<file path="src/rtl/sdm_pkg.sv">
// Shared types for the sdm_demod_ctrl slice: controller state encoding and default sample width.
package sdm_pkg;

  localparam int SDM_DATA_W = 16;

  typedef enum logic [2:0] {
    IDLE   = 3'd0,
    FLUSH  = 3'd1,
    SETTLE = 3'd2,
    RUN    = 3'd3,
    DRAIN  = 3'd4
  } sdm_ctrl_state_t;

  // States in which DSD bits are forwarded to the demodulator.
  function automatic logic sdm_is_feeding(input sdm_ctrl_state_t s);
    return (s == SETTLE) || (s == RUN);
  endfunction

endpackage

</file>
<file path="src/rtl/sdm_sync_fifo.sv">
// Small first-word-fall-through synchronous FIFO with an occupancy counter.
module sdm_sync_fifo #(
  parameter int DATA_W = 16,
  parameter int DEPTH  = 8,
  localparam int AW    = $clog2(DEPTH),
  localparam int CW    = AW + 1
) (
  input  logic              clk,
  input  logic              rst,
  input  logic              push,
  input  logic              pop,
  input  logic [DATA_W-1:0] wdata,
  output logic [DATA_W-1:0] head,
  output logic              full,
  output logic              empty,
  output logic [CW-1:0]     count
);

  logic [DATA_W-1:0] mem_q [DEPTH];
  logic [AW-1:0]     wr_q;
  logic [AW-1:0]     rd_q;
  logic [CW-1:0]     cnt_q;
  logic              do_push;
  logic              do_pop;

  assign empty   = (cnt_q == '0);
  assign full    = (cnt_q == CW'(DEPTH));
  assign count   = cnt_q;
  assign do_pop  = pop & ~empty;
  // A pop in the same cycle frees the slot, so a push into a full FIFO still lands.
  assign do_push = push & (~full | do_pop);
  assign head    = empty ? '0 : mem_q[rd_q];

  always_ff @(posedge clk) begin
    if (rst) begin
      wr_q  <= '0;
      rd_q  <= '0;
      cnt_q <= '0;
    end else begin
      if (do_push) wr_q <= wr_q + 1'b1;
      if (do_pop)  rd_q <= rd_q + 1'b1;
      cnt_q <= cnt_q + CW'(do_push) - CW'(do_pop);
    end
  end

  always_ff @(posedge clk) begin
    if (do_push) mem_q[wr_q] <= wdata;
  end

endmodule

</file>
<file path="src/rtl/sdm_demod_ctrl.sv">
// Sequencer for one sdm_demodulator: flush, settle-discard, run into an output FIFO, drain.
// Optional macro SDM_CTRL_STATS_EN adds sample_cnt/drop_cnt statistics outputs.
module sdm_demod_ctrl
  import sdm_pkg::*;
#(
  parameter int DATA_W       = SDM_DATA_W,
  parameter int FIFO_DEPTH   = 8,
  parameter int FLUSH_CYCLES = 4,
  parameter int SETTLE_W     = 8
) (
  input  logic                clk,
  input  logic                rst,
  input  logic                start,
  input  logic                stop,
  input  logic [SETTLE_W-1:0] settle_cnt,
  input  logic                bit_tick,
  input  logic                bit_in,
  output logic                demod_rst_n,
  output logic                demod_valid_in,
  output logic                demod_din,
  input  logic                demod_valid_out,
  input  logic [DATA_W-1:0]   demod_dout,
  output logic                pcm_valid,
  input  logic                pcm_ready,
  output logic [DATA_W-1:0]   pcm_data,
  output logic                busy,
  output logic [2:0]          state_o,
  output logic                overflow
`ifdef SDM_CTRL_STATS_EN
  ,
  output logic [31:0]         sample_cnt,
  output logic [15:0]         drop_cnt
`endif
);

  localparam int FLUSH_W = (FLUSH_CYCLES > 1) ? $clog2(FLUSH_CYCLES) : 1;
  localparam int CNT_W   = $clog2(FIFO_DEPTH) + 1;
  localparam logic [FLUSH_W-1:0] FLUSH_LAST = FLUSH_W'(FLUSH_CYCLES - 1);

  sdm_ctrl_state_t     state_q, state_d;
  logic [FLUSH_W-1:0]  flush_q, flush_d;
  logic [SETTLE_W-1:0] settle_q, settle_d;
  logic                overflow_q, overflow_d;
  logic                valid_in_q, valid_in_d;
  logic                din_q, din_d;

  logic                fifo_full;
  logic                fifo_empty;
  logic [CNT_W-1:0]    fifo_count;
  logic                pop;
  logic                push_req;
  logic                push_ok;
  logic                drop;
  logic                start_ok;

  assign pop      = ~fifo_empty & pcm_ready;
  assign push_req = (state_q == RUN) & demod_valid_out;
  assign push_ok  = push_req & (~fifo_full | pop);
  assign drop     = push_req & fifo_full & ~pop;
  assign start_ok = (state_q == IDLE) & start & ~stop;

  always_comb begin
    state_d    = state_q;
    flush_d    = flush_q;
    settle_d   = settle_q;
    overflow_d = overflow_q | drop;
    case (state_q)
      IDLE: begin
        if (start_ok) begin
          state_d    = FLUSH;
          flush_d    = '0;
          settle_d   = settle_cnt;
          overflow_d = 1'b0;
        end
      end
      FLUSH: begin
        if (stop)                       state_d = DRAIN;
        else if (flush_q == FLUSH_LAST) state_d = (settle_q == '0) ? RUN : SETTLE;
        else                            flush_d = flush_q + 1'b1;
      end
      SETTLE: begin
        if (stop) begin
          state_d = DRAIN;
        end else if (demod_valid_out) begin
          // The sample that brings the count to zero is discarded as well.
          settle_d = settle_q - 1'b1;
          if (settle_q == SETTLE_W'(1)) state_d = RUN;
        end
      end
      RUN: begin
        if (stop) state_d = DRAIN;
      end
      DRAIN: begin
        if (fifo_empty || (pop && fifo_count == CNT_W'(1))) state_d = IDLE;
      end
      default: state_d = IDLE;
    endcase
    // Gate on the next state so no strobe leaks out after leaving SETTLE/RUN.
    valid_in_d = bit_tick & sdm_is_feeding(state_d);
    din_d      = valid_in_d ? bit_in : din_q;
  end

  always_ff @(posedge clk) begin
    if (rst) begin
      state_q    <= IDLE;
      flush_q    <= '0;
      settle_q   <= '0;
      overflow_q <= 1'b0;
      valid_in_q <= 1'b0;
      din_q      <= 1'b0;
    end else begin
      state_q    <= state_d;
      flush_q    <= flush_d;
      settle_q   <= settle_d;
      overflow_q <= overflow_d;
      valid_in_q <= valid_in_d;
      din_q      <= din_d;
    end
  end

  sdm_sync_fifo #(
    .DATA_W (DATA_W),
    .DEPTH  (FIFO_DEPTH)
  ) u_fifo (
    .clk   (clk),
    .rst   (rst),
    .push  (push_req),
    .pop   (pcm_ready),
    .wdata (demod_dout),
    .head  (pcm_data),
    .full  (fifo_full),
    .empty (fifo_empty),
    .count (fifo_count)
  );

  assign demod_rst_n    = (state_q != IDLE) && (state_q != FLUSH);
  assign demod_valid_in = valid_in_q;
  assign demod_din      = din_q;
  assign pcm_valid      = ~fifo_empty;
  assign busy           = (state_q != IDLE);
  assign state_o        = state_q;
  assign overflow       = overflow_q;

`ifdef SDM_CTRL_STATS_EN
  logic [31:0] sample_cnt_q;
  logic [15:0] drop_cnt_q;

  always_ff @(posedge clk) begin
    if (rst || start_ok) begin
      sample_cnt_q <= '0;
      drop_cnt_q   <= '0;
    end else begin
      if (push_ok) sample_cnt_q <= sample_cnt_q + 32'd1;
      if (drop && drop_cnt_q != 16'hFFFF) drop_cnt_q <= drop_cnt_q + 16'd1;
    end
  end

  assign sample_cnt = sample_cnt_q;
  assign drop_cnt   = drop_cnt_q;
`endif

endmodule

</file>
<file path="config.mk">
export PLATFORM = sky130hd
export DESIGN_NAME = sdm_demod_ctrl
export DESIGN_NICKNAME = d
export VERILOG_FILES = /design/src/rtl/sdm_pkg.sv /design/src/rtl/sdm_sync_fifo.sv /design/src/rtl/sdm_demod_ctrl.sv
export SDC_FILE = /design/constraint.sdc
export NUM_CORES = 1
export LEC_CHECK = 0
export BUFFER_PORTS_ARGS = -buffer_cell sky130_fd_sc_hd__buf_2
export CORE_UTILIZATION = 50
export CTS_BUF_LIST = sky130_fd_sc_hd__clkbuf_4 sky130_fd_sc_hd__clkbuf_8 sky130_fd_sc_hd__clkbuf_16
export DETAILED_ROUTE_END_ITERATION = 10
export GPL_TIMING_DRIVEN = 0
export HOLD_SLACK_MARGIN = 0.15
export PLACE_DENSITY = 0.81
export RECOVER_POWER = 100
export SLEW_MARGIN = 25
export SYNTH_ARGS = -nofsm -noshare
export SYNTH_HDL_FRONTEND = slang
export SYNTH_SLANG_ARGS = --single-unit
</file>
<file path="constraint.sdc">
create_clock -name clk -period 2.6 [get_ports clk]
set_input_delay 0.52 -clock clk [delete_from_list [all_inputs] [get_ports clk]]
set_output_delay 0.52 -clock clk [all_outputs]
set_load 0.01 [all_outputs]
</file>
==> results.sh, run 1 <==
export IMPL_overflow=0
export IMPL_rsz0062_at_grt="true"
export IMPL_syn_nets=441
export IMPL_placement_io_buffers=55
export IMPL_hpwl_microns=8600
export IMPL_ir_drop_mv=0.633
export IMPL_antenna_left=0
export IMPL_fillers=939
export IMPL_status="finished, final reports clean"
export IMPL_grt_first_pass_wirelength_microns=19900
export IMPL_slew_limit_headroom_pct=61.1
export IMPL_clock_root_buffer="clkbuf_16"
export IMPL_synth_top_area_share_pct=59.3
export IMPL_path_clk_slew_ns=0.06
export IMPL_ys_warn_count=0
export IMPL_cts_buffers=17
export IMPL_netlist_area_sq_um=6480
export IMPL_antenna_cells=0
export IMPL_routabilityCongestion=0.796
export IMPL_cp_max_fo=10
export IMPL_clock_latency_ns=0.42
export IMPL_die_h_microns=116
export IMPL_yosys_top_cells_count="edfxtp_1 (128), nor2_1 (45), mux4_2 (32), dfxtp_1 (29), mux2i_1 (20)"
export IMPL_nNetsFinal=523
export IMPL_post_route_period_util_pct=97.6
export IMPL_fp_row_count=41
export IMPL_fmax_mhz=394
export IMPL_io_pins=57
export IMPL_required_ns=2.72
export IMPL_grt_max_degree=17
export IMPL_antenna_found_initial=0
export IMPL_dpl_instance_area_sq_um=7120
export IMPL_wire_per_inst_microns=19.6
export IMPL_setup_viol=0
export IMPL_cts_buffer_depth=2
export IMPL_maxCapViolations=0
export IMPL_async_flop_share_pct=0
export IMPL_max_slew_worst_pin_slew_ns=0.575
export IMPL_seq_area_frac_synth_pct=68.3
export IMPL_final_hold_viol_count=0
export IMPL_clock_skew_ns=0.00576
export IMPL_drc=0
export IMPL_synth_most_common_cell="edfxtp_1"
export IMPL_cts_sinks=157
export IMPL_grt_pass1_vias=3816
export IMPL_start_util_pct=51.4
export IMPL_stdcell_area_sq_um=7810
export IMPL_arrival_ns=2.66
export IMPL_first_pass_iters=4
export IMPL_grt_use_total_pct=21.1
export IMPL_syn_avg_cell_area_sq_um=16.4
export IMPL_syn_inst=396
export IMPL_critical_path_class="reg -> reg"
export IMPL_synth_edf_count=128
export IMPL_die_w_microns=116
export IMPL_setup_tns_ns=0
export IMPL_die_area_sq_um=13400
export IMPL_period_needed_ns=2.54
export IMPL_core_sq_um=12600
export IMPL_worst_r2r_setup_slack_ns=0.06
export IMPL_area_growth_pct=20.5
export IMPL_dr_first_iter_drc_count=236
export IMPL_yosysUniqueCellTypes=55
export IMPL_slew_viol_final=0
export IMPL_p_per_area_nw_per_um2=924
export IMPL_p_leak_nw=2.63
export IMPL_ys_top_cells_by_area="edfxtp_1 (59%), mux4_2 (11%), dfxtp_1 (9.0%)"
export IMPL_cp_start_kind="register"
export IMPL_min_delay_path_class="in -> reg"
export IMPL_cts_tree="built"
export IMPL_route_vias_total=3665
export IMPL_yosysTopAreaCell="edfxtp_1"
export IMPL_via_per_inst=5.53
export IMPL_synth_seq_cells=157
export IMPL_end_kind="register"
export IMPL_synth_ff_type="edfxtp_1"
export IMPL_cts_htree_levels=4
export IMPL_drive_gt1_share_pct=27.9
export IMPL_wl_microns=13000
## what timing repair did
action,in CTS,in global routing
gates resized for setup,8,10
setup endpoints to repair,16,62
cloned,0,0
hold buffers,0,0
pin swaps,0,0
buffers inserted,0,2
## worst paths after layout
check | end | cells past startpoint | start
hold reg to reg | flush_q[1]$_SDFFE_PP0P_ | 2 | flush_q[1]$_SDFFE_PP0P_
hold / removal | demod_din$_SDFFE_PP0P_ | 3 | bit_in
setup reg to reg | u_fifo.mem_q[6][8]$_DFFE_PP_ | 6 | state_o[1]$_SDFF_PP0_
setup / recovery | u_fifo.mem_q[6][8]$_DFFE_PP_ | 6 | state_o[1]$_SDFF_PP0_
## kinds of logic (layout without fill, tap and decap cells)
family | count (synthesis) | in the layout | share of synthesized area (%)
fa+ha+maj | 13 | 13 | 2.63
mux | 52 | 52 | 14.2
compound gates | 42 | 42 | 4.50
xor+xnor | 4 | 4 | 0.541
simple gates | 95 | 95 | 7.65
flops | 157 | 157 | 68.3
buf+inv | 33 | 128 | 2.22
## layout make-up
type / count / area (sq um) / area share, %
Clock inverter: 12 / 218 / 2.79
Timing Repair Buffer: 65 / 378 / 4.84
Sequential cell: 157 / 4430 / 56.7
Clock buffer: 20 / 448 / 5.73
Buffer: 17 / 109 / 1.39
Tap cell: 172 / 215 / 2.76
Inverter: 14 / 52.6 / 0.673
Multi-Input combinational cell: 206 / 1960 / 25.1
## cells in the final DEF (no fill, tap or decap), types with 8 or more instances in the layout
cell	instances
edfxtp_1	128
buf_2	40
nor2_1	38
mux4_2	32
dfxtp_1	28
clkbuf_1	25
mux2i_1	20
clkbuf_16	17
inv_1	14
a21oi_1	13
ha_1	12
nand2_1	10
buf_8	8
## critical path, cell delays in order (launching register included)
cell and delay [ns]:
dfxtp_1 0.37, buf_2 0.22, nand4b_1 0.17, a31oi_2 0.40, nand2b_1 0.29, nor2_2 0.53, buf_6 0.25
## sequential cells by signal, indices dropped and copies added, names as in the netlist, named ones only
name	cells
flush_q	2
demod_valid_in	1
overflow	1
u_fifo.count	4
u_fifo.mem_q	128
settle_q	8
u_fifo.rd_q	3
u_fifo.wr_q	3
demod_din	1
state_o	3
## stage by stage
| stage | total power [W] | cells | setup slack [ns] | util, % | hold WS [ns] |
|---|---|---|---|---|---|
| CTS | 0.00725 | 661 | 0.00432 | 61.8 | 0.340 |
| floorplan | 0.00400 | 396 | 0.251 | - | 0.436 |
| detailed placement | 0.00448 | 631 | 0.0289 | 56.4 | 0.460 |
| finish | 0.00722 | 663 | 0.0618 | 61.9 | 0.346 |
| global placement | 0.00443 | 623 | -0.478 | 55.3 | 0.448 |
| global route | 0.00754 | 663 | -0.0836 | 61.9 | 0.349 |
## report_power, final
part | internal (W) | switching, W | leakage [nW]
logic | 0.000779 | 0.000831 | 0.922
clock network | 0.00182 | 0.000928 | 0.322
registers | 0.00278 | 0.0000703 | 1.39
## per-layer routing
layer	track usage [%]	up-vias	share of wire, %
li1	-	1705	-
met1	25.4	1835	41
met2	35.6	108	52
met3	5.96	17	5.1
met4	9.15	0	1.9
met5	0	-	0
Power figures use the tool's default switching activity.
==> run 2, diff against run 1 <==
--- a/config.mk
+++ b/config.mk
@@ -6,12 +6,12 @@
 export NUM_CORES = 1
 export LEC_CHECK = 0
 export BUFFER_PORTS_ARGS = -buffer_cell sky130_fd_sc_hd__buf_2
-export CORE_UTILIZATION = 50
+export CORE_UTILIZATION = 46
 export CTS_BUF_LIST = sky130_fd_sc_hd__clkbuf_4 sky130_fd_sc_hd__clkbuf_8 sky130_fd_sc_hd__clkbuf_16
 export DETAILED_ROUTE_END_ITERATION = 10
 export GPL_TIMING_DRIVEN = 0
 export HOLD_SLACK_MARGIN = 0.15
-export PLACE_DENSITY = 0.81
+export PLACE_DENSITY = 0.77
 export RECOVER_POWER = 100
 export SLEW_MARGIN = 25
 export SYNTH_ARGS = -nofsm -noshare
==> run 2 against run 1 <==
  * Non-clock buffer count is 2 lower
  * Power is 3.7% lower
  * Global-route usage fell by 1.9 points
  * Die area is 8.5% higher
  * Wire length down 1.4%
  * Critical path depth decreased by 2
  * Flip-flop and latch count did not move
  * Largest power group unchanged
==> results.sh, run 2 (synthesized netlist as in run 1, its figures left out) <==
export IMPL_status="finished, final reports clean"
export IMPL_area_growth_pct=18.8
export IMPL_drc=0
export IMPL_post_route_period_util_pct=97.2
export IMPL_cts_buffers=17
export IMPL_grt_pass1_vias=3885
export IMPL_antenna_cells=0
export IMPL_clock_latency_ns=0.42
export IMPL_via_per_inst=5.54
export IMPL_die_h_microns=121
export IMPL_fp_row_count=43
export IMPL_worst_r2r_setup_slack_ns=0.14
export IMPL_fmax_mhz=396
export IMPL_wire_per_inst_microns=19.1
export IMPL_cts_sinks=157
export IMPL_maxCapViolations=0
export IMPL_rsz0062_at_grt="false"
export IMPL_max_slew_worst_pin_slew_ns=0.559
export IMPL_start_util_pct=46.9
export IMPL_cp_max_fo=10
export IMPL_cp_start_kind="register"
export IMPL_wl_microns=12800
export IMPL_utilization_pct=55.7
export IMPL_hpwl_microns=8680
export IMPL_path_clk_slew_ns=0.06
export IMPL_largest_register="u_fifo.mem_q"
export IMPL_largest_reg_flops=128
export IMPL_fillers=1061
export IMPL_worst_slack_ns=0.0737
export IMPL_dr_first_iter_drc_count=291
export IMPL_drive_gt1_share_pct=24.7
export IMPL_required_ns=2.08
export IMPL_arrival_ns=2.01
export IMPL_antenna_found_initial=0
export IMPL_core_sq_um=13800
export IMPL_clock_skew_ns=0.00898
export IMPL_cts_htree_levels=4
export IMPL_cts_buffer_depth=2
export IMPL_grt_first_pass_wirelength_microns=20400
export IMPL_pre_cts_slack_ns=-0.0176
export IMPL_power_w=0.00695
export IMPL_slew_viol_final=0
export IMPL_nNetsFinal=521
export IMPL_placement_io_buffers=55
export IMPL_io_pins=57
export IMPL_cts_tree="built"
export IMPL_clock_root_buffer="clkbuf_16"
export IMPL_slew_limit_headroom_pct=62.8
export IMPL_postCtsHoldBufs=0
export IMPL_p_leak_nw=2.54
export IMPL_grt_use_total_pct=19.2
export IMPL_grt_max_degree=17
export IMPL_period_needed_ns=2.53
export IMPL_antenna_left=0
export IMPL_route_vias_total=3706
export IMPL_die_w_microns=121
export IMPL_end_kind="primary output"
export IMPL_first_pass_iters=5
export IMPL_p_per_area_nw_per_um2=903
export IMPL_layout_commonest_cell="edfxtp_1"
export IMPL_overflow=0
export IMPL_whs_ns=0.344
export IMPL_setup_viol=0
export IMPL_cts_setup_buffers=0
export IMPL_layout_common_cells="edfxtp_1 (128), nor2_1 (38), clkbuf_1 (37)"
export IMPL_critical_path_class="reg -> out"
export IMPL_final_hold_viol_count=0
export IMPL_ir_drop_mv=0.649
export IMPL_min_delay_path_class="in -> reg"
export IMPL_die_area_sq_um=14600
export IMPL_routabilityCongestion=0.845
run 2: cell types whose count changed in the layout (fill, tap and decap cells not counted), sizes merged:
cell    previous run  this run
buf               54        38
bufinv             6         3
clkbuf            48        61
clkinv             4         5
inv               14        17
run 2: report_power, final:
part / switching, W / internal [W]
logic: 0.000837 / 0.000747
clock network: 0.000978 / 0.00153
registers: 0.0000697 / 0.00278
total: 0.00188 / 0.00506
run 2: final timing paths:
path,startpoint,end,cells past startpoint
worst min register to register,flush_q[1]$_SDFFE_PP0P_,flush_q[1]$_SDFFE_PP0P_,2
worst max register to register,state_o[1]$_SDFF_PP0_,u_fifo.mem_q[6][6]$_DFFE_PP_,6
worst max-delay path,register,pcm_data[14],4
worst min-delay path,bit_in,demod_din$_SDFFE_PP0P_,3
run 2: worst max-delay path: stages (launching register included):
cell     delay [ns]
dfxtp_1        0.61
buf_2          0.44
mux2i_1        0.32
nor2_1         0.08
buf_2          0.15
run 2: what timing repair did:
action,in CTS,in global routing
setup endpoints to repair,23,10
resized for setup,9,6
endpoints found under the hold margin,0,0
gates cloned,0,0
run 2: stage by stage:
stage	cells	area (sq um)	setup TNS [ns]
detailed placement	639	7140	-0.119
finish	669	7700	0
global route	669	7700	0
floorplan	396	6490	0
CTS	669	7750	0
global placement	631	6990	-57.94
run 2: cell type report:
cell class              count  area (sq um)  share of cell area, %
flip-flops and latches    157          4430                   57.5
multi-input cells         206          1940                   25.2
clock buffers              19           440                   5.72
repair buffers             63           349                   4.53
well taps                 180           225                   2.93
clock inverters            13           163                   2.11
plain buffers              17           101                   1.32
inverters                  14          52.6                  0.683
run 2: metal layers:
| metal | part of all wire [%] | wire, microns | global-route usage, % |
|---|---|---|---|
| met1 | 42 | 5370 | 24.1 |
| met2 | 51 | 6560 | 31.9 |
| met3 | 5.7 | 733 | 5.85 |
| met4 | 1.1 | 139 | 5.94 |
| met5 | 0 | 0 | 0 |
==> run 3, diff against run 2 <==
--- a/config.mk
+++ b/config.mk
@@ -5,7 +5,7 @@
 export SDC_FILE = /design/constraint.sdc
 export NUM_CORES = 1
 export LEC_CHECK = 0
-export BUFFER_PORTS_ARGS = -buffer_cell sky130_fd_sc_hd__buf_2
+export BUFFER_PORTS_ARGS = -buffer_cell sky130_fd_sc_hd__buf_4
 export CORE_UTILIZATION = 46
 export CTS_BUF_LIST = sky130_fd_sc_hd__clkbuf_4 sky130_fd_sc_hd__clkbuf_8 sky130_fd_sc_hd__clkbuf_16
 export DETAILED_ROUTE_END_ITERATION = 10
==> run 3 against run 2 <==
  * The flow now finishes with violations (negative setup slack)
  * Register-to-register slack got worse by 0.16 ns
  * Wire length up 3.0%
  * Global-route usage rose by 0.82 points
  * Utilization increased by 0.72 points
  * Maximum frequency shrank 5.8%
  * Die area unchanged
  * Largest power group unchanged
  * Critical endpoint unchanged
  * Clock skew is 0.00094 ns lower
==> results.sh, run 3 (synthesized netlist as in run 1, its figures left out) <==
export IMPL_wire_per_inst_microns=19.7
export IMPL_start_util_pct=46.9
export IMPL_grt_use_total_pct=20.0
export IMPL_cts_htree_levels=4
export IMPL_area_growth_pct=20.3
export IMPL_p_per_area_nw_per_um2=927
export IMPL_cts_tree="built"
export IMPL_p_leak_nw=2.59
export IMPL_die_w_microns=121
export IMPL_cp_start_kind="register"
export IMPL_die_h_microns=121
export IMPL_drive_gt1_share_pct=25.8
export IMPL_rsz0062_at_grt="true"
export IMPL_required_ns=2.08
export IMPL_clock_skew_ns=0.00804
export IMPL_reg2reg_from="state_o[1]$_SDFF_PP0_"
export IMPL_fmax_mhz=373
export IMPL_path_clk_slew_ns=0.06
export IMPL_antenna_found_initial=0
export IMPL_dpl_instance_area_sq_um=7250
export IMPL_io_pins=57
export IMPL_worst_r2r_setup_slack_ns=-0.02
export IMPL_instances_no_fill=669
export IMPL_whs_ns=0.327
export IMPL_cp_cell_sequence="clkbuf_4 -> mux4_2 -> mux2i_1 -> nor2_1 -> buf_4"
export IMPL_clock_root_buffer="clkbuf_16"
export IMPL_slowest_delay_ns=0.57
export IMPL_cts_buffers=17
export IMPL_postCtsHoldBufs=0
export IMPL_grt_first_pass_wirelength_microns=20900
export IMPL_max_slew_worst_pin_slew_ns=0.693
export IMPL_slew_viol_final=0
export IMPL_end_kind="primary output"
export IMPL_largest_register="u_fifo.mem_q"
export IMPL_final_hold_viol_count=0
export IMPL_r2r_cells=6
export IMPL_hold_start="stop"
export IMPL_post_route_period_util_pct=103
export IMPL_grt_pass1_vias=3789
export IMPL_routabilityCongestion=0.829
export IMPL_min_delay_path_class="in -> reg"
export IMPL_drc=0
export IMPL_stdcell_area_sq_um=7800
export IMPL_cp_max_fo=10
export IMPL_gr_max_usage_layer="met2"
export IMPL_hpwl_microns=8470
export IMPL_status="finished with violations"
export IMPL_layout_common_cells="edfxtp_1 (128), nor2_1 (37), clkbuf_1 (33)"
export IMPL_arrival_ns=2.16
export IMPL_critical_path_class="reg -> out"
export IMPL_die_area_sq_um=14600
export IMPL_power_w=0.00723
export IMPL_failed_checks="negative setup slack"
export IMPL_ir_drop_mv=0.584
export IMPL_fp_row_count=43
export IMPL_antenna_cells=0
export IMPL_core_sq_um=13800
export IMPL_setup_viol=12
export IMPL_wl_microns=13200
export IMPL_first_pass_iters=4
export IMPL_holdPathStages=2
export IMPL_clock_latency_ns=0.42
export IMPL_dr_first_iter_drc_count=436
export IMPL_placement_io_buffers=55
export IMPL_route_vias_total=3639
export IMPL_met2_usage_pct=33.1
export IMPL_setup_tns_ns=-0.191
export IMPL_slew_limit_headroom_pct=53.8
export IMPL_min_to="state_o[0]$_SDFF_PP0_"
export IMPL_cts_buffer_depth=2
export IMPL_gr_usage_met1_pct=25.2
export IMPL_cts_sinks=157
export IMPL_rr_endpoint="u_fifo.mem_q[4][7]$_DFFE_PP_"
export IMPL_crit_path_top_delay_cell="mux4_2"
export IMPL_via_per_inst=5.44
export IMPL_fillers=1064
export IMPL_dp_cells=639
export IMPL_worst_slack_ns=-0.0815
export IMPL_nNetsFinal=521
export IMPL_grt_max_degree=17
export IMPL_antenna_left=0
export IMPL_maxCapViolations=0
export IMPL_largest_reg_flops=128
export IMPL_gr_usage_met3_pct=6.08
export IMPL_period_needed_ns=2.68
export IMPL_overflow=0
export IMPL_layout_commonest_cell="edfxtp_1"
run 3: changes by cell type in the layout (fill, tap and decap cells not counted), moves of 3 or more:
cell      before  now
buf_4          1   29
buf_2         26    6
buf_8          8    2
buf_6          2    6
clkbuf_1      37   33
clkbuf_2       4    1
run 3: how the worst max path moves through the flow:
stage                                     start                           end  slack, ns  cells past startpoint
final                                  register                  pcm_data[14]      -0.08                      5
after CTS                 state_o[1]$_SDFF_PP0_  u_fifo.mem_q[4][7]$_DFFE_PP_      -0.04                      6
after detailed placement  state_o[1]$_SDFF_PP0_  u_fifo.mem_q[4][4]$_DFFE_PP_      -0.03                      6
after floorplan           state_o[1]$_SDFF_PP0_  u_fifo.mem_q[4][0]$_DFFE_PP_       0.25                      5
after global routing      state_o[1]$_SDFF_PP0_  u_fifo.mem_q[6][7]$_DFFE_PP_      -0.22                      6
after global placement          demod_valid_out  u_fifo.mem_q[4][4]$_DFFE_PP_      -0.49                      5
run 3: worst max-delay path: cells and delay by family (launching register included):
kind / cells / cell delay, ns
buffers and inverters: 2 / 0.44
flip-flops: 1 / 0.39
multiplexers: 2 / 0.82
AND/OR/NAND/NOR: 1 / 0.07
run 3: power by group:
part | internal, W | switching, W
sequential | 0.00278 | 0.0000753
combinational | 0.000825 | 0.000847
clock | 0.00172 | 0.000985
run 3: stage by stage:
stage | utilization [%] | setup WS (ns)
2_1_floorplan | - | 0.251
3_3_place_gp | 51.6 | -0.488
3_5_place_dp | 52.5 | -0.0337
4_1_cts | 57.3 | -0.0378
5_1_grt | 56.4 | -0.216
6_report | 56.4 | -0.0815
run 3: final cells by class:
| cell class | count | area, sq um | area share [%] |
|---|---|---|---|
| flip-flops and latches | 157 | 4430 | 56.8 |
| multi-input cells | 206 | 1950 | 25.0 |
| clock buffers | 18 | 433 | 5.55 |
| repair buffers | 63 | 397 | 5.09 |
| well taps | 180 | 225 | 2.89 |
| clock inverters | 14 | 214 | 2.74 |
| plain buffers | 17 | 103 | 1.32 |
| inverters | 14 | 52.6 | 0.674 |
run 3: repair_timing:
action,CTS,global route
buffers inserted,0,0
pin swaps,0,2
gates resized for setup,11,10
setup endpoints to repair,43,57
run 3: metal layers:
metal / wire length, microns / part of all wire [%] / vias to the layer above
met1: 5410 / 41 / 1824
met4: 104 / 0.79 / 0
met3: 840 / 6.4 / 6
met2: 6820 / 52 / 114
li1: - / - / 1695
met5: 0 / 0 / -
